File: src/rtl/avg_video_pkg.sv
`default_nettype none
// ============================================================================
// Module   : avg_video_pkg
// Desc     : Shared constants and types for the AVG video path (rasterizer
//            and framebuffer writer).
// Revision : 1.0 - initial release
// ============================================================================
package avg_video_pkg;

   localparam int COORD_W  = 10;   // coordinate width, 0..1023
   localparam int COLOR_W  = 3;    // bit0 R, bit1 G, bit2 B
   localparam int FB_WIDTH = 720;  // visible framebuffer width

   // Line rasterizer control states
   typedef enum logic [1:0] {
      ST_IDLE  = 2'd0,
      ST_SETUP = 2'd1,
      ST_DRAW  = 2'd2,
      ST_DONE  = 2'd3
   } rast_state_t;

endpackage
`default_nettype wire

File: src/rtl/avg_line_rasterizer.sv
`default_nettype none
// ============================================================================
// Module   : avg_line_rasterizer
// Desc     : Converts vector draw commands into single-pixel framebuffer
//            writes using integer Bresenham stepping, one pixel per
//            un-stalled cycle, with backpressure from the pixel writer.
// Revision : 1.0 - initial release
// ============================================================================
module avg_line_rasterizer #(
   parameter int COORD_W = avg_video_pkg::COORD_W,
   parameter int COLOR_W = avg_video_pkg::COLOR_W
) (
   input  logic               clk_sys,
   input  logic               reset_l,
   input  logic               cmd_valid,
   output logic               cmd_ready,
   input  logic [COORD_W-1:0] cmd_x0,
   input  logic [COORD_W-1:0] cmd_y0,
   input  logic [COORD_W-1:0] cmd_x1,
   input  logic [COORD_W-1:0] cmd_y1,
   input  logic [COLOR_W-1:0] cmd_color,
   input  logic               pixel_stall,
   output logic [COORD_W-1:0] pixel_x_o,
   output logic [COORD_W-1:0] pixel_y_o,
   output logic [COLOR_W-1:0] pixel_c_o,
   output logic               pixel_write,
   output logic               busy,
   output logic               line_done
);
   import avg_video_pkg::*;

   // err spans -(2^COORD_W - 1) .. +(2^COORD_W - 1) plus one step of headroom
   localparam int C_ERR_W = COORD_W + 2;
   localparam int C_E2_W  = COORD_W + 3;

   rast_state_t                r_state;
   logic [COORD_W-1:0]         r_x0, r_y0, r_x1, r_y1;
   logic [COLOR_W-1:0]         r_color;
   logic [COORD_W-1:0]         r_cur_x, r_cur_y;
   logic [COORD_W-1:0]         r_dx;
   logic signed [C_ERR_W-1:0]  r_dy;        // always <= 0
   logic signed [C_ERR_W-1:0]  r_err;
   logic                       r_sx_neg, r_sy_neg;

   // Setup-time deltas and directions from the latched endpoints
   logic                       w_x_fwd, w_y_fwd;
   logic [COORD_W-1:0]         w_dx, w_ady;

   assign w_x_fwd = (r_x1 >= r_x0);
   assign w_y_fwd = (r_y1 >= r_y0);
   assign w_dx    = w_x_fwd ? (r_x1 - r_x0) : (r_x0 - r_x1);
   assign w_ady   = w_y_fwd ? (r_y1 - r_y0) : (r_y0 - r_y1);

   // Per-pixel step decision, both compares use the pre-update err
   logic signed [C_E2_W-1:0]   w_e2, w_dy_ext, w_dx_ext;
   logic signed [C_ERR_W-1:0]  w_dx_err, w_err_nxt;
   logic                       w_step_x, w_step_y, w_at_end;
   logic [COORD_W-1:0]         w_x_nxt, w_y_nxt;

   assign w_e2      = {r_err, 1'b0};
   assign w_dy_ext  = {r_dy[C_ERR_W-1], r_dy};
   assign w_dx_ext  = {3'b000, r_dx};
   assign w_step_x  = (w_e2 >= w_dy_ext);
   assign w_step_y  = (w_e2 <= w_dx_ext);
   assign w_dx_err  = {2'b00, r_dx};
   assign w_err_nxt = r_err + (w_step_x ? r_dy : '0) + (w_step_y ? w_dx_err : '0);
   assign w_at_end  = (r_cur_x == r_x1) && (r_cur_y == r_y1);
   assign w_x_nxt   = !w_step_x ? r_cur_x :
                      (r_sx_neg ? (r_cur_x - 1'b1) : (r_cur_x + 1'b1));
   assign w_y_nxt   = !w_step_y ? r_cur_y :
                      (r_sy_neg ? (r_cur_y - 1'b1) : (r_cur_y + 1'b1));

   assign cmd_ready = (r_state == ST_IDLE);
   assign busy      = (r_state != ST_IDLE);

   // Control FSM with registered pixel/done outputs and the Bresenham datapath
   always_ff @(posedge clk_sys or negedge reset_l) begin
      if (!reset_l) begin
         r_state     <= ST_IDLE;
         r_x0        <= '0;
         r_y0        <= '0;
         r_x1        <= '0;
         r_y1        <= '0;
         r_color     <= '0;
         r_cur_x     <= '0;
         r_cur_y     <= '0;
         r_dx        <= '0;
         r_dy        <= '0;
         r_err       <= '0;
         r_sx_neg    <= 1'b0;
         r_sy_neg    <= 1'b0;
         pixel_x_o   <= '0;
         pixel_y_o   <= '0;
         pixel_c_o   <= '0;
         pixel_write <= 1'b0;
         line_done   <= 1'b0;
      end else begin
         pixel_write <= 1'b0;
         line_done   <= 1'b0;
         case (r_state)
            ST_IDLE: begin
               if (cmd_valid) begin
                  r_x0    <= cmd_x0;
                  r_y0    <= cmd_y0;
                  r_x1    <= cmd_x1;
                  r_y1    <= cmd_y1;
                  r_color <= cmd_color;
                  r_state <= ST_SETUP;
               end
            end
            ST_SETUP: begin
               r_dx     <= w_dx;
               r_dy     <= '0 - {2'b00, w_ady};
               r_err    <= {2'b00, w_dx} - {2'b00, w_ady};
               r_sx_neg <= !w_x_fwd;
               r_sy_neg <= !w_y_fwd;
               r_cur_x  <= r_x0;
               r_cur_y  <= r_y0;
               // A zero colour is a blank (move-only) vector
               r_state  <= (r_color == '0) ? ST_DONE : ST_DRAW;
            end
            ST_DRAW: begin
               if (!pixel_stall) begin
                  pixel_x_o   <= r_cur_x;
                  pixel_y_o   <= r_cur_y;
                  pixel_c_o   <= r_color;
                  pixel_write <= 1'b1;
                  if (w_at_end) begin
                     r_state <= ST_DONE;
                  end else begin
                     r_err   <= w_err_nxt;
                     r_cur_x <= w_x_nxt;
                     r_cur_y <= w_y_nxt;
                  end
               end
            end
            ST_DONE: begin
               line_done <= 1'b1;
               r_state   <= ST_IDLE;
            end
            default: r_state <= ST_IDLE;
         endcase
      end
   end

endmodule
`default_nettype wire

File: config.mk
export PLATFORM = sky130hd
export DESIGN_NAME = avg_line_rasterizer
export DESIGN_NICKNAME = d
export VERILOG_FILES = /design/src/rtl/avg_video_pkg.sv /design/src/rtl/avg_line_rasterizer.sv
export SDC_FILE = /design/constraint.sdc
export NUM_CORES = 1
export LEC_CHECK = 0
export CAP_MARGIN = 5
export CORE_ASPECT_RATIO = 0.8
export CORE_UTILIZATION = 50
export CTS_CLUSTER_DIAMETER = 80
export DETAILED_ROUTE_END_ITERATION = 7
export GPL_TIMING_DRIVEN = 0
export PLACE_DENSITY = 0.81
export SETUP_SLACK_MARGIN = 0.15
export SYNTH_ARGS = -nofsm -noshare
export SYNTH_HDL_FRONTEND = slang
export SYNTH_SLANG_ARGS = --single-unit
File: constraint.sdc
create_clock -name clk_sys -period 8.5 [get_ports clk_sys]
set_input_delay 1.7 -clock clk_sys [delete_from_list [all_inputs] [get_ports clk_sys]]
set_output_delay 1.7 -clock clk_sys [all_outputs]
set_load 0.1 [all_outputs]
==> metrics.md <==
| Metric | Value |
|---|---|
| Post-detailed-route count of antenna-violating nets | 0 |
| Initial antenna violation count | 0 |
| Die H | ~130 um |
| Critical path, cell by cell | ha_1 -> a21o_1 -> a21o_1 -> a21oi_1 -> o21ai_0 -> a21boi_0 -> o21ai_1 -> and2_1 -> fa_1 -> ha_1 -> a21o_1 -> a21oi_1 -> o21ai_0 -> a2111oi_0 -> o31ai_1 -> xor2_1 -> a21oi_1 -> a21oi_1 |
| Fill count | between 1500 and 2000 |
| Largest delay contributor family on the critical path | compound AO/OA/AOI/OAI gates |
| Xor/xnor cell area share of the yosys netlist | 5.64% |
| Slew @ Worst Pin | between 1 and 1.5 ns |
| Post-layout minimum cycle time | roughly 5.7 ns |
| Vias in the first global route | 8068 |
| RSZ-0062 raised after global routing | false |
| Mux share of post-synthesis cell area | under 10% |
| Buffers plus inverters on the worst setup path | 0 |
| EDFF count, synth | 0 |
| Synth Area in Compound Gates | 17.1% |
| Die Area | 20100 um^2 |
| Worst reg2reg path depth | 18 |
| Clock buffer depth | 2 |
| Vias | 8424 |
| Final hold violation count | 0 |
| Crit. End Element | register |
| Routed WL per cell | 19.1 um |
| Fmax | 0.175 GHz |
| Port buffer count | 73 |
| Post-synth net total | 1229 |
| Via density per instance | 5.90 |
| Post-synthesis sequential area ratio | around 32% |
| Post-DP Area | 10800 um^2 |
| Top cells by area, synth | dfrtp_1, ha_1, mux2_2, nand2_1, a21oi_1 |
| Gr usage total | around 29% |
| Crit path kind | reg2reg |
| WL final | between 20000 and 30000 um |
| Clock Skews | 0.00843 ns |
| Synth async-reset ratio | 100% |
| Most common cell in the netlist | dfrtp_1 |
| Stages on worst setup path | 18 |
| Post-cts sizing count | 0 |
| Hold Buf Count CTS | 0 |
| Maximum Capacitance Violations | 0 |
| Core area | approximately 19000 um^2 |
| Drt drc | 0 |
| Boundary Pins | 74 |
| Final instance area | approximately 11000 um^2 |
| Slew margin rel. | a little under a third |
| Layout Cells excl Fill | between 1000 and 1500 |
| Hold Crit Start | pixel_x_o[8] |
| CP most frequent cell | a21oi_1 |
| Reg2reg start | r_err[1] |
| Final setup vio count | 0 |
| Depth of the CTS H-tree | 4 |
| Status | finished clean |
| Post-Synth Adder-Cell Area | 16.7% |
| CTS tree | built |
| GPL Wtd Cong | 0.934 |
| DP Wirelength | 20500 um |
| Total iterations of the first detailed-routing run | 5 |
| GR Overflow Total | 0 |
| CTS sink count | 125 |
| Clk pin slew, worst setup/hold paths | 0.06 ns |
| Top cell type's share of synthesized area | 32.1% |
| Worst hold-check path type | reg2reg |
| Crit-path max FO | 10 |
| Antenna cells | 0 |
| Std cell rows | 45 |
| Placed Cells | 1395 |
| Synth cell count leaders | dfrtp_1, nand2_1, inv_1 |
| Syn. warnings | 0 |
| Final Util | 59.8% |
| Main synth FF type | dfrtp_1 |
| Max incr delay on CP | about 0.70 ns |
| Post-synth top area cell | dfrtp_1 |
| Final Cycle Share | 67.2% |
| Final Max Slew Viols | 0 |
| Largest net degree at the start of global routing | 70 |
| Post-Synth Simple-Gate Area | ~15% |
| Synthesized area per cell | 9.17 um^2 |
| Die Wd | 158 um |
| Nets@finish | 1322 |
| Slowest CP cell | a2111oi_0 |
| First-pass GRT wire length | 43100 um |
| Syn-to-layout area delta | 16.8% |
| Clock latency at the later pin of the worst-skew pair | 0.44 ns |
| Share of cells above drive strength 1 | 9.50% |
| Starting Density | between 50 and 60% |
| Gate Count Post-Synth | 1063 |
| Mapped Area | 9750 um^2 |
| Post-synthesis sequential element count | 125 |
| Cts bufs inserted | 17 |
| Setup tns final | 0 ns |
| R2r setup slk | 2.79 ns |
| Setup crit end | r_err[10] |
| Initial DRC Count | 771 |
| Worst EP required | 8.80 ns |
| Combinational family with the most area after synthesis | compound AO/OA/AOI/OAI gates |
| Unique cell type count in the Yosys netlist | 77 |
| Setup Fix Bufs, Post-CTS | 0 |
| CTS root buffer | clkbuf_16 |
| Crit start category | register |
| CP arrival | 6.01 ns |
| Worst setup startpoint | r_err[1] |
| Reg-to-reg endpoint | r_err[10] |
## registers in the layout, summed over array words and instances (netlist names)
register	cells
pixel_write	1
r_cur_x	10
r_x1	10
r_y1	10
pixel_x_o	10
r_dy	11
line_done	1
r_x0	10
r_state	2
r_sy_neg	1
r_color	3
r_dx	10
r_y0	10
r_sx_neg	1
r_cur_y	10
pixel_c_o	3
pixel_y_o	10
r_err	12
## per-stage QoR
step / hold slack (ns) / setup slack [ns]
after floorplan: 0.457 / 4.12
after CTS: 0.477 / 2.90
final: 0.480 / 2.79
after global routing: 0.502 / 2.51
after detailed placement: 0.462 / 2.96
after global placement: 0.460 / 0.696
## cell families (layout without fill, tap and decap cells)
family / count (synthesis) / in the layout
and+or+nand+nor: 290 / 290
buffers and inverters: 138 / 244
DFF: 125 / 125
AOI/OAI and AO/OA: 255 / 255
xor gates and xnor gates: 61 / 61
adders and majority gates: 119 / 119
muxes: 75 / 75
## layout by cell type (no fill, tap or decap), types with 7 or more instances in the layout
cell,count
or3_1,12
inv_6,7
nand3_1,16
nor3_1,16
and2_1,15
dfrtp_1,125
nor2b_1,13
a21oi_1,78
ha_1,101
nor2_1,58
nand2b_1,10
a31oi_1,15
clkbuf_1,29
clkbuf_16,17
clkdlybuf4s50_1,72
o21ai_0,50
o211ai_1,11
xnor2_1,34
a21o_1,30
inv_1,104
xor2_1,25
fa_1,18
mux2i_1,21
nand4_1,7
nand2_1,114
mux2_2,53
## per-layer routing
layer  part of all wire, %  up-vias  global-route usage [%]
li1                      -     3912                       -
met1                    46     4087                    40.6
met2                    44      364                    42.3
met3                   8.2       61                    6.80
met4                   2.5        0                    9.62
met5                     0        -                       0
## worst reg2reg max path: stages, from the launching register on
cell	delay, ns
dfrtp_1	0.43
ha_1	0.33
a21o_1	0.19
a21o_1	0.18
a21oi_1	0.30
o21ai_0	0.19
a21boi_0	0.55
o21ai_1	0.41
and2_1	0.30
fa_1	0.49
ha_1	0.31
a21o_1	0.18
a21oi_1	0.23
o21ai_0	0.18
a2111oi_0	0.70
o31ai_1	0.20
xor2_1	0.18
a21oi_1	0.15
a21oi_1	0.08
## cell type report
cell class | instances | area (um^2) | share of cell area, %
inverters | 105 | 394 | 3.46
multi-input cells | 800 | 6100 | 53.6
repair buffers | 74 | 759 | 6.67
clock buffers | 17 | 425 | 3.74
well taps | 258 | 323 | 2.84
flip-flops and latches | 125 | 3130 | 27.5
clock inverters | 15 | 126 | 1.11
plain buffers | 33 | 128 | 1.12
## worst min path at each step
stage / cells past startpoint / endpoint / slack [ns]
after floorplan: 2 / pixel_c_o[1] / 0.46
after global placement: 2 / pixel_c_o[0] / 0.46
after detailed placement: 2 / pixel_c_o[0] / 0.46
after CTS: 2 / pixel_c_o[0] / 0.48
after global routing: 2 / pixel_x_o[8] / 0.50
final: 2 / pixel_x_o[8] / 0.48
Power is not shown: default switching activity piles up to over one toggle a cycle in this logic, so the estimate is an artifact.
